===== config.mk =====
export PLATFORM = sky130hd
export DESIGN_NAME = trap_controller
export DESIGN_NICKNAME = d
export VERILOG_FILES = /design/src/rtl/trap_controller.sv
export SDC_FILE = /design/constraint.sdc
export NUM_CORES = 1
export LEC_CHECK = 0
export BUFFER_PORTS_ARGS = -buffer_cell sky130_fd_sc_hd__clkbuf_2
export CORE_ASPECT_RATIO = 1.5
export CORE_MARGIN = 5
export CORE_UTILIZATION = 50
export CTS_CLUSTER_DIAMETER = 80
export DETAILED_ROUTE_END_ITERATION = 7
export GPL_TIMING_DRIVEN = 0
export HOLD_SLACK_MARGIN = 0.05
export PLACE_DENSITY_LB_ADDON = 0.08
export SLEW_MARGIN = 20
export SYNTH_ARGS = -nofsm -noshare
export SYNTH_HDL_FRONTEND = slang
export SYNTH_SLANG_ARGS = --single-unit

===== constraint.sdc =====
create_clock -name clk -period 4 [get_ports clk]
set_input_delay 0.2 -clock clk [delete_from_list [all_inputs] [get_ports clk]]
set_output_delay 0.2 -clock clk [all_outputs]
set_load 0.05 [all_outputs]

===== src/rtl/trap_controller.sv =====
// Machine-mode trap sequencer for the RV32IC core: owns the M-mode CSRs, arbitrates
// trap causes and redirects fetch into the handler vector and back again on mret.
module trap_controller #(
  parameter logic [31:0] HANDLER_BASE = 32'h0000_0100,
  parameter int unsigned TIME_DIV     = 8
) (
  input  logic        clk,
  input  logic        rst,
  input  logic        instr_valid,
  input  logic [31:0] pc_in,
  input  logic        ecall,
  input  logic        ebreak,
  input  logic        mret,
  input  logic        ext_irq,
  input  logic        nmi,
  input  logic [11:0] csr_addr,
  input  logic        csr_we,
  input  logic [31:0] csr_wdata,
  output logic [31:0] csr_rdata,
  output logic        pc_redirect,
  output logic [31:0] redirect_pc,
  output logic        in_handler
);

  localparam int unsigned   PW       = (TIME_DIV > 1) ? $clog2(TIME_DIV) : 1;
  localparam logic [PW-1:0] PRE_LAST = PW'(TIME_DIV - 1);

  localparam logic [11:0] ADDR_MEPC     = 12'h341;
  localparam logic [11:0] ADDR_MCYCLE   = 12'hB00;
  localparam logic [11:0] ADDR_MTIME    = 12'hB01;
  localparam logic [11:0] ADDR_MINSTRET = 12'hB02;
  localparam logic [11:0] ADDR_MTIMECMP = 12'hB03;
  localparam logic [11:0] ADDR_MIE      = 12'h304;
  localparam logic [11:0] ADDR_MIP      = 12'h344;

  localparam logic [1:0] CAUSE_NMI   = 2'd0;
  localparam logic [1:0] CAUSE_ENV   = 2'd1;
  localparam logic [1:0] CAUSE_EXT   = 2'd2;
  localparam logic [1:0] CAUSE_TIMER = 2'd3;

  typedef enum logic [1:0] {
    IDLE,
    TAKE,
    HANDLER,
    RETURN
  } state_t;

  state_t state, state_next;

  logic [31:0]   mepc, mcycle, mtime, minstret, mtimecmp;
  logic [3:0]    mie;
  logic          mip_ext, mip_env, nmi_pend;
  logic [PW-1:0] prescaler;
  logic [1:0]    cause;

  logic        timer_level, mtime_tick;
  logic        nmi_req, env_req, ext_req, tmr_req, trap_accept;
  logic [1:0]  trap_cause;
  logic        env_set, env_clr, ext_set;
  logic        wr_mepc, wr_mcycle, wr_mtime, wr_minstret, wr_mtimecmp, wr_mie, wr_mip;
  logic [31:0] read_value;

  assign timer_level = (mtimecmp != 32'd0) && (mtime >= mtimecmp);
  assign mtime_tick  = (prescaler == PRE_LAST);

  // NMI is taken from the live pulse as well as the latch, so a pulse on an
  // eligible cycle never has to wait a cycle in nmi_pend.
  assign nmi_req = nmi | nmi_pend;
  assign env_req = mie[3] & mie[2] & (ecall | ebreak);
  assign ext_req = mie[3] & mie[1] & (ext_irq | mip_ext);
  assign tmr_req = mie[3] & mie[0] & timer_level;

  assign trap_accept = (state == IDLE) && instr_valid &&
                       (nmi_req || env_req || ext_req || tmr_req);

  always_comb begin
    trap_cause = CAUSE_TIMER;
    if (nmi_req)      trap_cause = CAUSE_NMI;
    else if (env_req) trap_cause = CAUSE_ENV;
    else if (ext_req) trap_cause = CAUSE_EXT;
  end

  assign env_set = trap_accept && (trap_cause == CAUSE_ENV);
  assign ext_set = trap_accept && (trap_cause == CAUSE_EXT);
  assign env_clr = (state == RETURN) && (cause == CAUSE_ENV);

  assign wr_mepc     = csr_we && (csr_addr == ADDR_MEPC);
  assign wr_mcycle   = csr_we && (csr_addr == ADDR_MCYCLE);
  assign wr_mtime    = csr_we && (csr_addr == ADDR_MTIME);
  assign wr_minstret = csr_we && (csr_addr == ADDR_MINSTRET);
  assign wr_mtimecmp = csr_we && (csr_addr == ADDR_MTIMECMP);
  assign wr_mie      = csr_we && (csr_addr == ADDR_MIE);
  assign wr_mip      = csr_we && (csr_addr == ADDR_MIP);

  always_comb begin
    read_value = 32'd0;
    case (csr_addr)
      ADDR_MEPC:     read_value = mepc;
      ADDR_MCYCLE:   read_value = mcycle;
      ADDR_MTIME:    read_value = mtime;
      ADDR_MINSTRET: read_value = minstret;
      ADDR_MTIMECMP: read_value = mtimecmp;
      ADDR_MIE:      read_value = {28'd0, mie};
      ADDR_MIP:      read_value = {29'd0, mip_env, mip_ext, timer_level};
      default:       read_value = 32'd0;
    endcase
  end

  always_comb begin
    state_next  = state;
    pc_redirect = 1'b0;
    redirect_pc = 32'd0;
    in_handler  = 1'b0;
    case (state)
      IDLE: begin
        if (trap_accept) state_next = TAKE;
      end
      TAKE: begin
        pc_redirect = 1'b1;
        redirect_pc = HANDLER_BASE + {28'd0, cause, 2'b00};
        state_next  = HANDLER;
      end
      HANDLER: begin
        in_handler = 1'b1;
        if (instr_valid && mret) state_next = RETURN;
      end
      RETURN: begin
        pc_redirect = 1'b1;
        redirect_pc = mepc;
        state_next  = IDLE;
      end
      default: state_next = IDLE;
    endcase
  end

  always_ff @(posedge clk) begin
    if (rst) begin
      state     <= IDLE;
      csr_rdata <= 32'd0;
      mepc      <= 32'd0;
      mcycle    <= 32'd0;
      mtime     <= 32'd0;
      minstret  <= 32'd0;
      mtimecmp  <= 32'd0;
      mie       <= 4'd0;
      mip_ext   <= 1'b0;
      mip_env   <= 1'b0;
      nmi_pend  <= 1'b0;
      prescaler <= '0;
      cause     <= CAUSE_NMI;
    end else begin
      state     <= state_next;
      csr_rdata <= read_value;

      // Software writes override the same-cycle hardware increments.
      mcycle    <= wr_mcycle ? csr_wdata : mcycle + 32'd1;
      prescaler <= mtime_tick ? '0 : prescaler + 1'b1;

      if (wr_mtime)        mtime <= csr_wdata;
      else if (mtime_tick) mtime <= mtime + 32'd1;

      if (wr_minstret)                       minstret <= csr_wdata;
      else if (instr_valid && !trap_accept)  minstret <= minstret + 32'd1;

      if (wr_mtimecmp) mtimecmp <= csr_wdata;
      if (wr_mie)      mie      <= csr_wdata[3:0];

      if (trap_accept) begin
        mepc  <= pc_in;
        cause <= trap_cause;
      end else if (wr_mepc) begin
        mepc <= csr_wdata;
      end

      nmi_pend <= (trap_accept && (trap_cause == CAUSE_NMI)) ? 1'b0 : (nmi_pend | nmi);

      // Software may only clear pending bits; any hardware set in the same cycle wins.
      mip_ext <= ext_irq | ext_set | (wr_mip ? (mip_ext & csr_wdata[1]) : mip_ext);
      mip_env <= env_set | (~env_clr & (wr_mip ? (mip_env & csr_wdata[2]) : mip_env));
    end
  end

endmodule


; Yosys cells after proc, flatten, opt, wreduce, memory -nomap -nowiden
; Cells that the tools add are included.
[classes]
addsub = 5
n_lt_le_gt_ge = 1
n_eq_ne = 16
muxes = 19
n_bitwise = 16
reduce_logical = 30
[ops]
columns = op, n
row1 = two-way mux 32 bit, 7
row2 = case mux 32 bit (7 select lines), 1
row3 = adder 32 x 1 -> 32 bit (second input constant), 3
row4 = case mux 32 bit (2 select lines), 1
row5 = equality test 12 bit (second input constant), 4
row6 = equality test 12 x 10 -> 1 bit (second input constant), 3
row7 = greater-or-equal comparator 32 bit, 1
row8 = nonzero test 32 bit, 1
row9 = logical AND 1 bit, 16
row10 = adder 9 x 4 -> 10 bit (first input constant), 1
row11 = AND 1 bit, 9
row12 = two-way mux 2 bit, 4
row13 = case mux 2 bit (4 select lines), 1
row14 = equality test 2 x 1 -> 1 bit (second input constant), 3
row15 = equality test 2 bit (second input constant), 3
row16 = bitwise OR 1 bit, 6
row17 = nonzero test 2 bit, 3
row18 = OR reduction 2 bit, 3
row19 = two-way mux 1 bit, 5
row20 = zero test 2 bit, 2
row21 = != test 2 bit (second input constant), 2
row22 = adder 3 x 1 -> 3 bit (second input constant), 1
row23 = equality test 3 bit (second input constant), 1
row24 = logical OR 1 bit, 3
row25 = 3 further kinds, 3
[word_totals]
ff_bits = 206
inputBits = 85
out_inout_bits = 66
elab_cells = 100

; Longest topological paths before layout
; Gate-level depths: netlist of run 1.
[logic_depth]
word_depth = 10
mapped_depth = 12
depth_no_buf = 10

; Worst setup path after synthesis of run 1
; Ideal clock, no wire load.
[synth_timing]
path_type = register to register
from = register mtimecmp[14]
to = register state[1]
setup_time_ns = 0.128
arrival_time_ns = 2.494
required_ns = 3.872
path_slack_ns = 1.379
path_stages_with_launch = 13
n_path_buf = 2
period_less_slack_ns = 2.621
path_cell_list = dfxtp_1 inv_1 ha_1 nand4_1 nor3_2 or4b_1 a31o_1 and3_1 buf_6 buf_8 a22oi_4 mux2i_1 nor2_1
[synth_between]
elab_chain_len = 7
elab_cells_between_ends = 8
classes_between = order compare (1) / eq/ne (1) / bitwise (1) / reduce/logical (5)
[synth_rtl]
columns = item, line_no
row1 = start: declaration, 50  ; logic [31:0] mepc, mcycle, mtime, minstret, mtimecmp;
row2 = start signal: assignment, 165  ; if (wr_mtimecmp) mtimecmp <= csr_wdata;
row3 = greater-or-equal comparator 32 bit / nonzero test 32 bit (equally long branches), 63  ; assign timer_level = (mtimecmp != 32'd0) && (mtime >= mtimecmp);
row4 = logical AND 1 bit *, 63
row5 = AND 1 bit *, 71  ; assign tmr_req = mie[3] & mie[0] & timer_level;
row6 = logical OR 1 bit *, 74  ; (nmi_req || env_req || ext_req || tmr_req);
row7 = logical AND 1 bit *, 73  ; assign trap_accept = (state == IDLE) && instr_valid &&
row8 = != test 2 bit (no source line) *, -
row9 = AND reduction 2 bit (no source line) *, -
row10 = end signal: assignment, 152  ; state <= state_next;
row11 = end: declaration, 48  ; state_t state, state_next;
; Every way passes the cells marked *; elsewhere a longest branch is shown, timed or not.
; A chain may end at the register's enable or synchronous reset.

; Worst setup path after layout of run 1
[layout_timing]
from = register mtime[0]
to = register mepc[19]
[layout_between]
elab_chain_len = 6
elab_cells_between_ends = 7
classes_between = order compare (1) / mux (1) / bitwise (1) / reduce/logical (4)
[layout_rtl]
columns = item, line_no
row1 = start: declaration, 50
row2 = start signal: assignment, 159  ; if (wr_mtime) mtime <= csr_wdata;
row3 = start signal: assignment, 160  ; else if (mtime_tick) mtime <= mtime + 32'd1;
row4 = greater-or-equal comparator 32 bit *, 63
row5 = logical AND 1 bit *, 63
row6 = AND 1 bit *, 71
row7 = logical OR 1 bit *, 74
row8 = logical AND 1 bit *, 73
row9 = two-way mux 32 bit / nonzero test 2 bit (equally long branches), -
row10 = end signal: assignment, 169  ; mepc <= pc_in;
row11 = end signal: assignment, 172  ; mepc <= csr_wdata;
row12 = end: declaration, 50
; Marks and branches as above.

==> results of run 1 <==
## flip-flops by register name, summed over array words and instances, names as in the netlist, 2 cells and up
name	count
cause	2
csr_rdata	32
mcycle	32
mepc	32
mie	4
minstret	32
mtime	32
mtimecmp	32
prescaler	3
state	2
## cell type report
class                   instances  area (um^2)
clock inverters                 2         10.0
repair buffers                190         1170
clock buffers                  38          732
plain buffers                  98          414
flip-flops and latches        206         4120
inverters                      41          154
multi-input cells            1047         6490
well taps                     276          345
fillers                      2067         8770
## Yosys cell counts, drive strengths merged (2+ instances only)
| library cell | instances |
|---|---|
| a211oi | 91 |
| a21oi | 53 |
| a222oi | 32 |
| a22o | 2 |
| a311oi | 35 |
| and2 | 34 |
| and3 | 37 |
| and4 | 6 |
| buf | 18 |
| clkbuf | 80 |
| dfxtp | 206 |
| ha | 42 |
| inv | 41 |
| mux2 | 2 |
| mux2i | 38 |
| mux4 | 3 |
| nand2 | 210 |
| nand2b | 2 |
| nand3 | 45 |
| nand3b | 3 |
| nand4 | 33 |
| nor2 | 192 |
| nor2b | 4 |
| nor3 | 13 |
| nor4 | 17 |
| nor4b | 2 |
| o211ai | 4 |
| o21a | 2 |
| o21ai | 36 |
| o22ai | 2 |
| or2 | 2 |
| or3 | 3 |
| xnor2 | 38 |
| xor2 | 50 |
## final timing paths
check,startpoint,endpoint,slack (ns),cells after the start
setup / recovery,mtime[0],mepc[19],0.61,12
hold / removal,csr_wdata[10],mtimecmp[10],0.05,3
setup reg to reg,mtime[0],mepc[19],0.61,12
hold reg to reg,prescaler[0],prescaler[0],0.44,1
## routing by layer
layer	vias up	global-route usage	wire length (um)
met5	-	0	0
met4	0	0.262	4410
met3	183	0.0382	2740
met2	562	0.550	19700
met1	5320	0.391	16600
li1	5387	-	-
## worst reg2reg max path: cells and delay by family, from the launching register on
kind,cells,cell delay [ns]
AO/OA/AOI/OAI,3,0.90
adder cells (fa/ha/maj),1,0.29
buffers and inverters,4,0.90
flip-flops,1,0.55
AND/OR/NAND/NOR,4,0.64
## cells by family (layout without fill, tap and decap cells)
| logic type | Yosys count | in the layout | share of synthesized area |
|---|---|---|---|
| and+or+nand+nor | 607 | 607 | 0.250 |
| DFF | 206 | 206 | 0.369 |
| AOI/OAI and AO/OA | 267 | 267 | 0.173 |
| muxes | 43 | 43 | 0.0421 |
| adders and majority gates | 42 | 42 | 0.0470 |
| xor gates and xnor gates | 88 | 88 | 0.0689 |
| buffers and inverters | 139 | 369 | 0.0508 |
## power by group through the flow
stage	Combinational (mW)	Clock (mW)	Sequential (mW)
6_report	0.776	2.10	2.27
5_1_grt	0.820	2.21	2.28
4_1_cts	0.763	2.11	2.27
3_5_place_dp	0.728	0	2.31
3_3_place_gp	0.718	0	2.31
2_1_floorplan	0.474	0	2.25
## per-stage QoR
step | util | cells | setup slack, ns | instance area [um^2]
global placement | 0.552 | 1814 | 0.760 | 12300
floorplan | - | 1392 | 1.38 | 11200
global route | 0.605 | 1898 | 0.424 | 13400
CTS | 0.605 | 1898 | 0.664 | 13400
detailed placement | 0.552 | 1814 | 0.710 | 12300
finish | 0.605 | 1898 | 0.606 | 13400
## what timing repair did
| action | CTS | global route |
|---|---|---|
| resized for setup | 0 | 0 |
| hold buffers | 44 | 0 |
| setup endpoints to repair | 0 | 0 |
| hold endpoints to repair | 44 | 0 |
| buffers inserted | 0 | 0 |
==> results.md, run 1 <==
* CTS tree: yes
* Routed length per instance at 22.9 um
* Row Count at 67
* Most numerous cell on the critical path: buf_6
* Switching Fraction at 0.291
* Fraction of registers with async set/reset at 0
* Final min period at 3.39 ns
* Vias in the first global route at 10984
* Combinational Power Share at 0.151
* Crit path max-delay cell type: dfxtp_1
* Max_cap viols at 0
* DRC at 0
* Ys flop type: dfxtp_1
* Largest net degree at the start of global routing at 14
* Slew of the pin with the lowest slew margin at 0.936 ns
* Crit Path Max Fanout at 10
* Final setup vio count at 0
* Period utilization at 0.849
* First-pass GRT wire length at 65900 um
* Post-Syn Area at 11200 um^2
* Total negative slack at 0 ns
* Starting DRT DRC Count at 1049
* Clk pwr share at 0.407
* WP data arrival at 3.81 ns
* Synth cell types at 57
* Number of vias per cell at 6.03
* Status: finished, final reports clean
* Height of the die at 193 um
* Fin nets at 1733
* Routed via count at 11452
* EDFF count, synth at 0
* CP cell instances: inv_1 > ha_1 > nand2b_1 > a2111oi_0 > or4b_1 > a31o_1 > and3_1 > buf_6 > buf_6 > clkbuf_1 > nor2_1 > a311oi_1
* Crit path max-delay family: buffers and inverters
* Crit path capture type: flop
* Total grt overflow at 0
* Final Hold Viols at 0
* Post-Route WL at 43500 um
* Flop pwr share at 0.442
* PD cells at 383 nW/um^2
* Full die area at 25500 um^2
* Synth Warn # at 0
* CTS Root Cell: clkbuf_16
* Post-route ant nets at 0
* First drt pass iteration count at 7
* IO Port Bufs at 146
* Synth Instances at 1392
* Final Skew at 0.0127 ns
* Internal at 3.65 mW
* CTS H-tree depth at 1
* Switching pwr at 1.50 mW
* Antenna violations before repair at 0
* Slew Viols, Final at 0
* Leakage Power at 5.08 nW
* Synth-to-layout area growth at 20.2%
* Core area at 22200 um^2
* Die X at 132 um
* Critical path type: flop to flop
* Worst slew margin at 0.376
* Final GP Congestion at 0.960
* Total track usage at 0.332
* Power Total at 5.15 mW
* Starting density of the core at 0.503
* Yosys top cell area share at 0.369
* Hpwl dp at 33700 um
* Most common cell after layout, fill and taps aside: nand2_1
* Most frequent cells in the layout: nand2_1 (210), dfxtp_1 (206), nor2_1 (192)
* Clock slew at reported path FFs at 0.07 ns
* Hold_ws at 0.0469 ns
* Setup crit start kind: flop
* Clock tree sinks at 206
* CP Data Required Time at 4.42 ns
* Worst min-delay path category: input port to flop
* Avg Synthesized Cell Area at 8.03 um^2
* Worst skew pair latency at 0.52 ns
* Synth top area cells: dfxtp_1 (37%), nand2_1 (7.0%), nor2_1 (6.4%), a211oi_1 (6.1%), ha_1 (4.7%)
* Post-synth top area cell: dfxtp_1
* IO Pins at 151
* Flops & latches, synth at 206
* Cts bufs inserted at 22
* Maximum clock frequency at 0.295 GHz
* Post-synthesis sequential area ratio at 0.369
* Unrepaired setup endpoints after global routing: no
* Syn nets at 1519
* CP peak stage delay at 0.55 ns
* Worst vdd ir at 0.374 mV
* Buf+Inv Stages, Crit Path at 4
* Inserted Diodes at 0
* Layout cell share with drive strength beyond 1 at 0.129
* CTS Buffer Depth at 3
No activity file was read; power rests on OpenSTA's default activity.
==> inputs of run 2 (changes only) <==
--- a/config.mk
+++ b/config.mk
@@ -5,6 +5,7 @@
 export SDC_FILE = /design/constraint.sdc
 export NUM_CORES = 1
 export LEC_CHECK = 0
+export ABC_AREA = 1
 export BUFFER_PORTS_ARGS = -buffer_cell sky130_fd_sc_hd__clkbuf_2
 export CORE_ASPECT_RATIO = 1.5
 export CORE_MARGIN = 5
==> constraint.sdc (replaced) <==
create_clock -name clk -period 3.5 [get_ports clk]
set_input_delay 0.175 -clock clk [delete_from_list [all_inputs] [get_ports clk]]
set_output_delay 0.175 -clock clk [all_outputs]
set_load 0.05 [all_outputs]
==> run 2 against run 1 <==
Effect of this change: highest routed layer unchanged; critical path depth shrank 6; core utilization grew 0.15 points; first-iteration DRC count grew 15%.
==> results.md, run 2 <==
* Synth cell types at 47 (-18%)
* Most frequent cells after synthesis: nand2_1 (341), inv_1 (264), dfxtp_1 (206)
* Setup crit start kind: flop
* Post-synthesis sequential area ratio at 0.339 (-0.0300)
* Final setup vio count at 0 (unchanged)
* Largest net degree at the start of global routing at 14 (unchanged)
* IO Port Bufs at 148 (+1.4%)
* Row Count at 70 (+4.5%)
* Core area at 24200 um^2 (+8.8%)
* Slew Viols, Final at 0 (unchanged)
* Power Total at 6.03 mW (+17%)
* Total negative slack at 0 ns (unchanged)
* Final min period at 3.31 ns
* Most frequent cells in the layout: nand2_1 (340), inv_1 (263), dfxtp_1 (206)
* IO Pins at 151 (unchanged)
* CTS H-tree depth at 1 (unchanged)
* Hpwl dp at 41200 um (+22%)
* Full die area at 27600 um^2 (+8.3%)
* Final Skew at 0.0238 ns (+0.0112 ns)
* Leakage Power at 6.28 nW (+23%)
* EDFF count, synth at 0 (unchanged)
* Critical path type: flop to output port
* Post-route ant nets at 0 (unchanged)
* Status: finished, final reports clean
* Yosys top cell area share at 0.339 (-0.0300)
* Max_cap viols at 0 (unchanged)
* Height of the die at 201 um (+4.1%)
* Number of vias per cell at 5.82 (-3.6%)
* CTS Buffer Depth at 3 (unchanged)
* Layout cell share with drive strength beyond 1 at 0.116 (-0.0125)
* Synth Warn # at 0 (unchanged)
* Final Hold Viols at 0 (unchanged)
* Clock tree sinks at 206 (unchanged)
* Unrepaired setup endpoints after global routing: no
* Vias in the first global route at 13257 (+21%)
* Die X at 137 um (+4.0%)
* Maximum clock frequency at 0.302 GHz
* Routed length per instance at 22.5 um (-2.0%)
* Starting density of the core at 0.503 (about the same)
* Flops & latches, synth at 206 (unchanged)
* Ys flop type: dfxtp_1
* Most common cell after layout, fill and taps aside: nand2_1
* Fraction of registers with async set/reset at 0 (unchanged)
* Period utilization at 0.946
* Final GP Congestion at 0.990 (+3.2%)
* First drt pass iteration count at 6 (-1)
* Total track usage at 0.375 (+0.0425)
* Synth-to-layout area growth at 20.5%
* Crit path capture type: output port
* Worst skew pair latency at 0.54 ns (+0.02 ns)
* Inserted Diodes at 0 (unchanged)
* Post-synth top area cell: dfxtp_1
* Clock slew at reported path FFs at 0.07 ns (about the same)
* Starting DRT DRC Count at 1207 (+15%)
* CTS tree: yes
* Synth top area cells: dfxtp_1 (34%), nand2_1 (11%), inv_1 (8.1%), a21oi_1 (6.5%), o21ai_0 (5.7%)
* Slew of the pin with the lowest slew margin at 1.12 ns (+0.183 ns)
* Routed via count at 13779 (+20%)
* PD cells at 411 nW/um^2 (+7.4%)
* Synth Instances at 1804 (+30%)
* Cts bufs inserted at 22 (unchanged)
* Syn nets at 1931 (+27%)
* Post-Syn Area at 12200 um^2 (+8.8%)
* First-pass GRT wire length at 77600 um (+18%)
* Fin nets at 2160 (+25%)
* CTS Root Cell: clkbuf_16
* Worst min-delay path category: input port to flop
* Post-Route WL at 53300 um (+22%)
* CP Data Required Time at 3.32 ns (-1.10 ns)
* Antenna violations before repair at 0 (unchanged)
* DRC at 0 (unchanged)
* WP data arrival at 3.14 ns (-0.67 ns)
* Total grt overflow at 0 (unchanged)
* Setup bufs post-CTS at 0 (unchanged)
* Worst vdd ir at 0.521 mV (+39%)
* Crit Path Max Fanout at 10 (unchanged)
* Most numerous cell in the Yosys netlist: nand2_1
* Worst slew margin at 0.254 (-0.122)
* Avg Synthesized Cell Area at 6.75 um^2 (-16%)
* Hold_ws at 0.0735 ns (+0.0266 ns)
==> run 2: cells by family after synthesis <==
kind of cell	synth area share
AO/OA/AOI/OAI	0.198
XOR/XNOR	0.0525
adder cells (fa/ha/maj)	0.0432
buffers and inverters	0.112
flip-flops	0.339
multiplexers	0.0148
AND/OR/NAND/NOR	0.240
==> run 2: layout make-up <==
type,count,area [um^2]
Fill cell,2395,9510
Multi-Input combinational cell,1250,6680
Sequential cell,206,4120
Timing Repair Buffer,205,1310
Inverter,268,1010
Clock buffer,31,666
Tap cell,324,405
Buffer,80,358
Clock inverter,5,100
==> run 2: final timing paths <==
kind / from / to / slack, ns / depth (start not counted)
worst max-delay path: state[1] / redirect_pc[1] / 0.19 / 6
worst min register to register: prescaler[0] / prescaler[0] / 0.43 / 1
worst min-delay path: csr_wdata[16] / mtimecmp[16] / 0.07 / 3
worst max register to register: mtime[19] / mepc[13] / 0.25 / 14
==> run 2: metal layers <==
layer,part of all wire,global-route usage,wire length (um)
met1,0.36,0.428,19400
met4,0.10,0.310,5510
met3,0.076,0.0502,4050
met5,0,0,0
met2,0.46,0.608,24300
==> run 2: repair_timing <==
item,CTS,global route
gates resized for setup,0,4
setup endpoints to repair,0,9
endpoints found under the hold margin,60,0
hold buffers,57,0
==> run 2: power by group <==
part	total (mW)	switching, mW	internal (mW)
Sequential	2.55	0.0928	2.45
Combinational	0.936	0.658	0.278
Clock	2.55	1.02	1.53
Total	6.03	1.77	4.26
==> run 2: metrics by stage <==
stage	utilization	setup WS [ns]	std cells	cell area (um^2)
2_1_floorplan	-	1.44	1804	12200
3_3_place_gp	0.551	0.219	2276	13300
3_5_place_dp	0.551	0.153	2276	13300
4_1_cts	0.606	0.126	2369	14700
5_1_grt	0.606	0.0807	2369	14700
6_report	0.606	0.189	2369	14700
==> run 2: critical path, stage by stage, from the launching register on <==
cell and delay (ns):
dfxtp_1 0.37, ha_1 0.20, clkbuf_1 0.70, buf_1 0.81, nand2_1 0.16, inv_1 0.09, clkbuf_2 0.27
==> inputs of run 3 (changes only) <==
--- a/config.mk
+++ b/config.mk
@@ -7,9 +7,11 @@
 export LEC_CHECK = 0
 export ABC_AREA = 1
 export BUFFER_PORTS_ARGS = -buffer_cell sky130_fd_sc_hd__clkbuf_2
+export CELL_PAD_IN_SITES_DETAIL_PLACEMENT = 0
+export CELL_PAD_IN_SITES_GLOBAL_PLACEMENT = 1
 export CORE_ASPECT_RATIO = 1.5
 export CORE_MARGIN = 5
-export CORE_UTILIZATION = 50
+export CORE_UTILIZATION = 42
 export CTS_CLUSTER_DIAMETER = 80
 export DETAILED_ROUTE_END_ITERATION = 7
 export GPL_TIMING_DRIVEN = 0
==> run 3 against run 2 <==
Effect of this change: hold slack improved by 0.0015 ns; sequential power is essentially flat; setup slack better by 0.023 ns; flip-flop and latch count unchanged; fmax grew 0.71%; clock power about the same; core utilization decreased by 9.3 points; final cell count up 3.0%; total power barely moved; critical path depth increased by 9; largest power group is now the clock network.
==> results.md, run 3 (same netlist as run 2, synthesis figures left out) <==
* Clock slew at reported path FFs at 0.07 ns (about the same)
* Clock tree sinks at 206 (unchanged)
* Total negative slack at 0 ns (unchanged)
* WP data arrival at 3.74 ns (+0.60 ns)
* First-pass GRT wire length at 78800 um (+1.6%)
* Final GP Congestion at 0.984 (-0.61%)
* Largest net degree at the start of global routing at 13 (-1)
* Inserted Diodes at 0 (unchanged)
* Routed via count at 13472 (-2.2%)
* Height of the die at 218 um (+8.7%)
* Die X at 149 um (+8.4%)
* Post-route ant nets at 0 (unchanged)
* Fin nets at 2163 (+0.14%)
* CP Data Required Time at 3.95 ns (+0.63 ns)
* Final core occ at 0.514 (-0.0930)
* Number of vias per cell at 5.52 (-5.0%)
* Final Skew at 0.0112 ns (-0.0127 ns)
* Worst min-delay path category: input port to flop
* Critical path type: flop to flop
* DRC at 0 (unchanged)
* Crit path capture type: flop
* Non-filler instance count after layout at 2439 (+3.0%)
* Slew Viols, Final at 0 (unchanged)
* Pre-CTS setup slack at 0.212 ns (+0.0594 ns)
* Routed length per instance at 22.0 um (-1.9%)
* Antenna violations before repair at 0 (unchanged)
* Total track usage at 0.319 (-0.0554)
* Synth-to-layout area growth at 21.2%
* CTS H-tree depth at 1 (unchanged)
* Vias in the first global route at 13118 (-1.0%)
* CTS Root Cell: clkbuf_16
* IO Pins at 151 (unchanged)
* Hpwl dp at 42800 um (+4.0%)
* Period utilization at 0.939 (-0.00670)
* Crit Path Max Fanout at 10 (unchanged)
* Hold depth at 3 (unchanged)
* Worst slew margin at 0.335 (+0.0811)
* Most common cell after layout, fill and taps aside: nand2_1
* IO Port Bufs at 148 (unchanged)
* Core area at 28700 um^2 (+19%)
* Most frequent cells in the layout: nand2_1 (341), inv_1 (264), dfxtp_1 (206)
* Worst skew pair latency at 0.53 ns (about the same)
* Layout cell share with drive strength beyond 1 at 0.115 (-0.00120)
* Final min period at 3.29 ns (-0.0234 ns)
* Full die area at 32600 um^2 (+18%)
* Final setup vio count at 0 (unchanged)
* Setup crit start kind: flop
* Worst vdd ir at 0.484 mV (-7.1%)
* First drt pass iteration count at 5 (-1)
* DP Cell Count at 2342 (+2.9%)
* Post-Route WL at 53800 um (+0.95%)
* Final Hold Viols at 0 (unchanged)
* Starting DRT DRC Count at 1064 (-12%)
* Slew of the pin with the lowest slew margin at 0.998 ns (-0.122 ns)
* Starting density of the core at 0.424 (-0.0797)
* Leakage Power at 6.29 nW (+0.19%)
* CTS tree: yes
* Unrepaired setup endpoints after global routing: no
* Final worst slack at 0.212 ns (+0.0234 ns)
* CTS Buffer Depth at 3 (unchanged)
* PD cells at 409 nW/um^2 (-0.55%)
* Row Count at 76 (+8.6%)
* Status: finished, final reports clean
* FF-to-FF path depth at 15 (+1)
* Max_cap viols at 0 (unchanged)
* Maximum clock frequency at 0.304 GHz (+0.71%)
* Total grt overflow at 0 (unchanged)
* Cts bufs inserted at 23 (+4.5%)
==> run 3: cell count changes in the layout (fill, tap and decap cells not counted), sizes merged <==
cell and change:
clkinvlp -1, clkinv +1, clkbuf +1, dlygate4sd3 +2
inv +1
==> run 3: final timing paths <==
kind,slack [ns],from,end
hold / removal,0.07,csr_wdata[19],mtime[19]
hold reg to reg,0.42,prescaler[0],prescaler[0]
setup / recovery,0.21,mtimecmp[31],minstret[26]
setup reg to reg,0.21,mtimecmp[31],minstret[26]
==> run 3: area by class of cell <==
class	instances	area [um^2]
tap	390	488
inverter	268	1010
buffer	80	359
clock buffer	32	649
timing repair buffer	207	1330
multi-input combinational	1250	6680
clock inverter	6	105
sequential	206	4120
fill	3077	14000
==> run 3: report_power, final <==
group | switching [mW] | internal (mW)
combinational | 0.638 | 0.277
clock | 1.06 | 1.50
sequential | 0.100 | 2.45
total | 1.80 | 4.23
==> run 3: through the flow <==
stage	hold WS, ns	power [mW]	cell area (um^2)
2_1_floorplan	0.303	3.08	12200
3_3_place_gp	0.397	3.44	13400
3_5_place_dp	0.405	3.45	13400
4_1_cts	0.0524	6.04	14700
5_1_grt	0.0689	6.21	14700
6_report	0.0750	6.03	14700
==> run 3: repair_timing <==
action | CTS | global route
endpoints found under the hold margin | 65 | 0
hold buffers | 59 | 0
gates resized for setup | 0 | 2
endpoints found under the setup margin | 0 | 5
buffers inserted | 0 | 0
==> run 3: critical path, stage by stage (launching register included) <==
cell and delay [ns]:
dfxtp_1 0.40, inv_1 0.14, ha_1 0.32, a21oi_1 0.16, o21a_1 0.13, nand2_1 0.07
a21oi_1 0.17, nand2_1 0.17, nand3_1 0.16, nand2_1 0.09, nand2_1 0.38, nand2_1 0.32
nand2_1 0.24, buf_4 0.24, nand2_1 0.07, a21oi_1 0.12
==> run 3: routing by layer <==
metal  vias to the layer above  global-route usage  wire length, um
met3                       118              0.0444             3350
met2                       536               0.569            26600
met1                      6391               0.383            21500
met4                         0               0.131             2370
met5                         -                   0                0
li1                       6427                   -                -
